==> src/rtl/tdm_slot_bridge.sv <==
// ST-bus TDM slot to STM serial bridge: one timeslot byte per frame is captured into a
// ping-pong rx bank and replayed from a matching tx bank; the STM drains/refills the idle pair.
module tdm_slot_bridge #(
  parameter int CHANNELS   = 32,
  parameter int BITS       = 8,
  parameter int C4_PER_BIT = 2,
  parameter int DEPTH      = 16,
  parameter int SYNC       = 2
) (
  input  logic                        clk50,
  input  logic                        reset_rg_n,
  input  logic                        c4,
  input  logic                        f0,
  input  logic [$clog2(CHANNELS)-1:0] slot_sel,
  input  logic                        data_from_dt,
  output logic                        data_to_dt,
  input  logic                        clk_from_stm,
  input  logic                        data_from_stm,
  output logic                        data_to_stm,
  output logic                        cpu_int,
  output logic                        overrun
);

  localparam int FRAME_LEN = CHANNELS * BITS * C4_PER_BIT;
  localparam int SLOT_LEN  = BITS * C4_PER_BIT;
  localparam int BC_W      = $clog2(FRAME_LEN);
  localparam int SEL_W     = $clog2(CHANNELS);
  localparam int BIT_W     = $clog2(BITS);
  localparam int WP_W      = $clog2(DEPTH);
  localparam int SP_W      = $clog2(DEPTH * BITS);

  // Input synchronisers; data lines share the clock lines' depth so they stay aligned.
  logic [SYNC-1:0] c4_sync_q;
  logic [SYNC-1:0] f0_sync_q;
  logic [SYNC-1:0] dt_sync_q;
  logic [SYNC-1:0] sck_sync_q;
  logic [SYNC-1:0] sdi_sync_q;
  logic            c4_last_q;
  logic            sck_last_q;

  always_ff @(posedge clk50 or negedge reset_rg_n) begin
    if (!reset_rg_n) begin
      c4_sync_q  <= '0;
      f0_sync_q  <= '1;
      dt_sync_q  <= '0;
      sck_sync_q <= '0;
      sdi_sync_q <= '0;
      c4_last_q  <= 1'b0;
      sck_last_q <= 1'b0;
    end else begin
      c4_sync_q  <= {c4_sync_q[SYNC-2:0], c4};
      f0_sync_q  <= {f0_sync_q[SYNC-2:0], f0};
      dt_sync_q  <= {dt_sync_q[SYNC-2:0], data_from_dt};
      sck_sync_q <= {sck_sync_q[SYNC-2:0], clk_from_stm};
      sdi_sync_q <= {sdi_sync_q[SYNC-2:0], data_from_stm};
      c4_last_q  <= c4_sync_q[SYNC-1];
      sck_last_q <= sck_sync_q[SYNC-1];
    end
  end

  logic c4_rise;
  logic f0_low;
  logic dt_bit;
  logic sck_rise;
  logic sck_fall;
  logic sdi_bit;

  assign c4_rise  = c4_sync_q[SYNC-1] & ~c4_last_q;
  assign f0_low   = ~f0_sync_q[SYNC-1];
  assign dt_bit   = dt_sync_q[SYNC-1];
  assign sck_rise = sck_sync_q[SYNC-1] & ~sck_last_q;
  assign sck_fall = ~sck_sync_q[SYNC-1] & sck_last_q;
  assign sdi_bit  = sdi_sync_q[SYNC-1];

  logic [BC_W-1:0]  bc_q, bc_d;
  logic [SEL_W-1:0] sel_q, sel_d;
  logic [BITS-1:0]  rx_sh_q, rx_sh_d;
  logic [WP_W-1:0]  wp_q, wp_d;
  logic             act_q, act_d;
  logic             swap_q, swap_d;
  logic             cpu_int_q, cpu_int_d;
  logic             clr_q, clr_d;
  logic             overrun_q, overrun_d;
  logic [SP_W-1:0]  sp_q, sp_d;
  logic [BITS-1:0]  stm_sh_q, stm_sh_d;
  logic             dtd_q, dtd_d;
  logic             dts_q, dts_d;

  // Bank index is act_q for the TDM side and ~act_q for the STM side.
  logic [BITS-1:0] rx_mem_q [2][DEPTH];
  logic [BITS-1:0] tx_mem_q [2][DEPTH];

  logic            rx_we;
  logic            rx_wbank;
  logic [WP_W-1:0] rx_widx;
  logic [BITS-1:0] rx_wdata;
  logic            tx_we;
  logic            tx_wbank;
  logic [WP_W-1:0] tx_widx;
  logic [BITS-1:0] tx_wdata;

  int unsigned      bc_i;
  int unsigned      phase_i;
  int unsigned      sp_i;
  logic             in_slot;
  logic [BIT_W-1:0] tdm_idx;
  logic [WP_W-1:0]  sp_byte;
  logic [BIT_W-1:0] sp_idx;
  logic             rdy;

  always_comb begin
    bc_d      = bc_q;
    sel_d     = sel_q;
    rx_sh_d   = rx_sh_q;
    wp_d      = wp_q;
    act_d     = act_q;
    swap_d    = 1'b0;
    cpu_int_d = cpu_int_q;
    clr_d     = 1'b0;
    overrun_d = overrun_q;
    sp_d      = sp_q;
    stm_sh_d  = stm_sh_q;
    dtd_d     = dtd_q;
    dts_d     = dts_q;
    rx_we     = 1'b0;
    rx_wbank  = act_q;
    rx_widx   = wp_q;
    rx_wdata  = rx_sh_q;
    tx_we     = 1'b0;
    tx_wbank  = ~act_q;
    tx_widx   = '0;
    tx_wdata  = stm_sh_q;
    bc_i      = 0;
    phase_i   = 0;
    sp_i      = 0;
    in_slot   = 1'b0;
    tdm_idx   = '0;
    sp_byte   = '0;
    sp_idx    = '0;
    rdy       = ~act_q;

    // Swap is resolved before either serial side so both see the new bank roles this cycle.
    if (swap_q) begin
      act_d     = ~act_q;
      wp_d      = '0;
      sp_d      = '0;
      cpu_int_d = 1'b1;
      overrun_d = overrun_q | cpu_int_q;
    end else if (clr_q) begin
      cpu_int_d = 1'b0;
    end

    if (c4_rise) begin
      if (f0_low) begin
        bc_d    = '0;
        sel_d   = slot_sel;
        rx_sh_d = '0;
      end else if (bc_q == BC_W'(FRAME_LEN - 1)) begin
        bc_d = '0;
      end else begin
        bc_d = bc_q + BC_W'(1);
      end
      bc_i    = 32'(bc_d);
      in_slot = (bc_i / SLOT_LEN) == 32'(sel_d);
      phase_i = bc_i % C4_PER_BIT;
      tdm_idx = BIT_W'((BITS - 1) - (bc_i / C4_PER_BIT) % BITS);
      if (!in_slot) begin
        dtd_d = 1'b1;
      end else if (phase_i == 0) begin
        dtd_d = tx_mem_q[act_d][wp_d][tdm_idx];
      end
      // Sample mid-bit; index 0 is the last bit of the byte.
      if (in_slot && phase_i == C4_PER_BIT / 2) begin
        rx_sh_d = {rx_sh_q[BITS-2:0], dt_bit};
        if (tdm_idx == '0) begin
          rx_we    = 1'b1;
          rx_wbank = act_d;
          rx_widx  = wp_d;
          rx_wdata = rx_sh_d;
          if (wp_d == WP_W'(DEPTH - 1)) begin
            wp_d   = '0;
            swap_d = 1'b1;
          end else begin
            wp_d = wp_d + WP_W'(1);
          end
        end
      end
    end

    rdy     = ~act_d;
    sp_i    = 32'(sp_d);
    sp_byte = WP_W'(sp_i / BITS);
    sp_idx  = BIT_W'((BITS - 1) - sp_i % BITS);
    if (sck_rise) begin
      dts_d = rx_mem_q[rdy][sp_byte][sp_idx];
    end
    if (sck_fall) begin
      stm_sh_d = {stm_sh_q[BITS-2:0], sdi_bit};
      if (sp_idx == '0) begin
        tx_we    = 1'b1;
        tx_wbank = rdy;
        tx_widx  = sp_byte;
        tx_wdata = stm_sh_d;
      end
      if (sp_d == SP_W'(DEPTH * BITS - 1)) begin
        sp_d  = '0;
        clr_d = 1'b1;
      end else begin
        sp_d = sp_d + SP_W'(1);
      end
    end
  end

  always_ff @(posedge clk50 or negedge reset_rg_n) begin
    if (!reset_rg_n) begin
      bc_q      <= '0;
      sel_q     <= '0;
      rx_sh_q   <= '0;
      wp_q      <= '0;
      act_q     <= 1'b0;
      swap_q    <= 1'b0;
      cpu_int_q <= 1'b0;
      clr_q     <= 1'b0;
      overrun_q <= 1'b0;
      sp_q      <= '0;
      stm_sh_q  <= '0;
      dtd_q     <= 1'b1;
      dts_q     <= 1'b0;
    end else begin
      bc_q      <= bc_d;
      sel_q     <= sel_d;
      rx_sh_q   <= rx_sh_d;
      wp_q      <= wp_d;
      act_q     <= act_d;
      swap_q    <= swap_d;
      cpu_int_q <= cpu_int_d;
      clr_q     <= clr_d;
      overrun_q <= overrun_d;
      sp_q      <= sp_d;
      stm_sh_q  <= stm_sh_d;
      dtd_q     <= dtd_d;
      dts_q     <= dts_d;
    end
  end

  always_ff @(posedge clk50 or negedge reset_rg_n) begin
    if (!reset_rg_n) begin
      for (int b = 0; b < 2; b++) begin
        for (int i = 0; i < DEPTH; i++) begin
          rx_mem_q[b][i] <= '0;
          tx_mem_q[b][i] <= '1;
        end
      end
    end else begin
      if (rx_we) begin
        rx_mem_q[rx_wbank][rx_widx] <= rx_wdata;
      end
      if (tx_we) begin
        tx_mem_q[tx_wbank][tx_widx] <= tx_wdata;
      end
    end
  end

  assign data_to_dt  = dtd_q;
  assign data_to_stm = dts_q;
  assign cpu_int     = cpu_int_q;
  assign overrun     = overrun_q;

endmodule

==> config.mk <==
export PLATFORM = sky130hd
export DESIGN_NAME = tdm_slot_bridge
export DESIGN_NICKNAME = d
export VERILOG_FILES = /design/src/rtl/tdm_slot_bridge.sv
export SDC_FILE = /design/constraint.sdc
export NUM_CORES = 1
export LEC_CHECK = 0
export CAP_MARGIN = 20
export CORE_MARGIN = 2
export CORE_UTILIZATION = 35
export CTS_CLUSTER_SIZE = 40
export DETAILED_ROUTE_END_ITERATION = 12
export GPL_ROUTABILITY_DRIVEN = 1
export GPL_TIMING_DRIVEN = 1
export SLEW_MARGIN = 5
export SYNTH_ARGS = -nofsm -noshare
export SYNTH_HDL_FRONTEND = slang
export SYNTH_SLANG_ARGS = --single-unit
==> constraint.sdc <==
create_clock -name clk50 -period 3.55 [get_ports clk50]
set_input_delay 0.5325 -clock clk50 [delete_from_list [all_inputs] [get_ports clk50]]
set_output_delay 0.5325 -clock clk50 [all_outputs]
set_load 0.1 [all_outputs]
==> run summary <==
Leakage power - 12.9 nW
Root Driver - clkbuf_16
Buffers on Ports - 15
Share of cells above drive strength 1 - 37.3%
Final slew viol count - 0
Die ar. - 79,900 sq um
Synthesized instance count - 2,342
Worst setup slack after layout - -0.0252 ns
Core area - 77,200 sq um
Min Tclk post-route - 3.58 ns
Worst Skew - 0.0259 ns
WL per Instance - 21.7 um
Synth Warn # - 0
Count leader, synth - dfrtp_1
Num CTS Buffers - 58
Post-route DRC - 0
Required @ worst endpoint - 4.04 ns
Unrepaired setup endpoints after global routing - yes
Slew headroom - 29.8%
CTS max path bufs - 3
CTS clk-pin slew, worst paths - 0.06 ns
Worst Tran Pin Value - 1.05 ns
Dominant cells by area after synthesis - dfrtp_1 29%, dfstp_2 25%, mux2_2 11%, mux2i_1 5.7%, o21ai_0 4.3%
Die Y-Extent - 283 um
Syn nets - 2,359
CTS tree - yes
1st-pass router iterations - 7
FFs w/ async S/R, synth - 100%
Vias per cell - 5.45
Count of unique library cells instantiated by Yosys - 71
# clock sinks - 571
Yosys top cell by area - dfrtp_1
DIE WIDTH - 283 um
GR Util All Layers - 18.8%
Synth Register Bits - 571
Layout area overhead - 18.8%
Ys flop type - dfrtp_1
Outcome - finished with violations
Initial antenna violation count - 0
Number of synthesized flops with an enable pin - 0
Detail Route Antenna Nets - 0
WHS - 0.317 ns
# rows - 102
ANT cells - 0
# setup viols final - 12
Placer Congestion - 0.899
Crit end category - register
Final wirelength - 75.0 mm
Crit path kind - reg -> reg
I/O pin count - 16
Pin count of the biggest net entering global routing - 96
Critical Path AT - 4.07 ns
GRT overflow - 0
Worst min-delay path class - in -> reg
Yosys top cell area share - 28.7%
HPWL after detailed placement - 47.7 mm
Inst Count DP - 3,338
CP startpoint kind - register
Mapped cell area - 27,200 sq um
Vias in the first global route - 19,048
Sequential fraction of the synthesis area - 53.7%
Final period utilization - 101%
Later-pin clock latency in the skew report - 0.62 ns
Vias - 18,851
Global-route wire length before repair - 116 mm
Initial Utilization - 35.2%
Starting DRT DRC Count - 1,497
Nets - 2,390
F_max - 280 MHz
Maximum VDD drop - 325 uV
Violated checks - negative setup slack
Top cell types by occurrence after synthesis - 312 x dfrtp_1, 301 x nand2_1, 275 x mux2_2
Final std cells w/o fill - 3,461
Hold Vio Cnt, Final - 0
Mean Syn Cell Area - 11.6 sq um
Crit path max fanout - 8
Cell Pwr Density - 455 nW/um^2
Max-Cap Viols - 0
H-tree levels - 2
[area by class of cell]
| cell class | instances | area [sq um] |
|---|---|---|
| Clock buffer | 85 | 1740 |
| Fill cell | 7066 | 44900 |
| Timing Repair Buffer | 160 | 1800 |
| Tap cell | 1040 | 1300 |
| Sequential cell | 571 | 14600 |
| Inverter | 11 | 41.3 |
| Multi-Input combinational cell | 1571 | 12400 |
| Clock inverter | 23 | 359 |
[placed cells by master (no fill, tap or decap), types with 14 or more instances in the layout]
cell               n
mux2_4           129
a211oi_1          30
dfstp_2          259
nand3_1           16
mux2_2           158
dfrtp_1          308
nor3_1            19
nand2b_1          19
clkdlybuf4s50_1   14
a21oi_1           91
buf_4             87
o22ai_1           38
nor4_4            15
nand2_1          301
mux4_2            39
clkbuf_16         61
buf_6             19
o21ai_0          236
nor2_1           105
buf_12            35
nor3_4            14
mux2i_1          148
nor2b_1           18
[worst paths after layout]
check	startpoint	end	slack (ns)	depth (start not counted)
min in group asynchronous	reset_rg_n	sdi_sync_q[1]$_DFF_PN0_	0.56	2
max in group asynchronous	reset_rg_n	tx_mem_q[63]$_DFFE_PN1P_	1.95	3
setup / recovery	bc_q[1]$_DFFE_PN0P_	rx_mem_q[152]$_DFFE_PN0P_	-0.03	15
hold reg to reg	sck_sync_q[0]$_DFF_PN0_	sck_sync_q[1]$_DFF_PN0_	0.35	0
setup reg to reg	bc_q[1]$_DFFE_PN0P_	rx_mem_q[152]$_DFFE_PN0P_	-0.03	15
hold / removal	f0	f0_sync_q[0]$_DFF_PN1_	0.32	1
[worst max-delay path, cell delays in order (launching register included)]
cell	delay, ns
dfrtp_1	0.39
ha_2	0.20
nand3_2	0.08
nor2_2	0.04
ha_2	0.17
nand2b_4	0.15
or4_4	0.48
a21o_1	0.21
a221oi_4	0.32
o2111ai_4	0.19
buf_12	0.20
buf_16	0.15
buf_12	0.15
nor4_4	0.15
buf_6	0.20
mux2_2	0.34
[where the power goes]
group	internal, mW	total (mW)	switching, mW
registers	6.63	6.73	0.0983
logic	0.368	1.28	0.912
clock network	4.04	6.68	2.64
total	11.0	14.7	3.65
[flip-flops by register name (all words and copies together) (netlist names), 4 cells and up]
register / cells
rx_sh_q: 7
stm_sh_q: 8
wp_q: 4
sel_q: 5
rx_mem_q: 256
bc_q: 9
sp_q: 7
tx_mem_q: 256
[metal layers]
metal  vias up  track usage [%]  share of wire, %
met5         -                0                 0
met4         0             5.36               2.4
met3       106             3.15               5.7
met2       556             30.1                47
met1      9737             26.2                45
li1       8452                -                 -
[per-stage QoR]
step	util (%)	area (sq um)	setup TNS, ns	power, mW	setup WS (ns)
after floorplan	-	27200	0	7.42	0.00133
after global placement	38.0	29400	-4.11	8.07	-0.0518
after detailed placement	38.0	29400	-10.97	8.10	-0.101
after CTS	41.1	31700	0	14.8	0.00174
after global routing	41.8	32300	-14.11	15.2	-0.169
final	41.8	32300	-0.117	14.7	-0.0252
[cell families (layout without fill, tap and decap cells)]
| family | after synthesis | after routing | share of synthesized area (%) |
|---|---|---|---|
| AO/OA/AOI/OAI | 501 | 501 | 11.0 |
| XOR/XNOR | 12 | 12 | 0.386 |
| adder cells (fa/ha/maj) | 5 | 5 | 0.230 |
| buffers and inverters | 200 | 279 | 3.00 |
| flip-flops | 571 | 571 | 53.7 |
| multiplexers | 483 | 483 | 21.0 |
| AND/OR/NAND/NOR | 570 | 570 | 10.6 |
[timing repair]
| action | 4_1_cts | 5_1_grt |
|---|---|---|
| hold endpoints to repair | 10 | 0 |
| resized for setup | 21 | 138 |
| pin swaps | 19 | 15 |
| endpoints found under the setup margin | 200 | 209 |
| cloned | 2 | 0 |
| setup buffers | 5 | 8 |
| hold buffers | 1 | 0 |
Power figures use the tool's default switching activity.
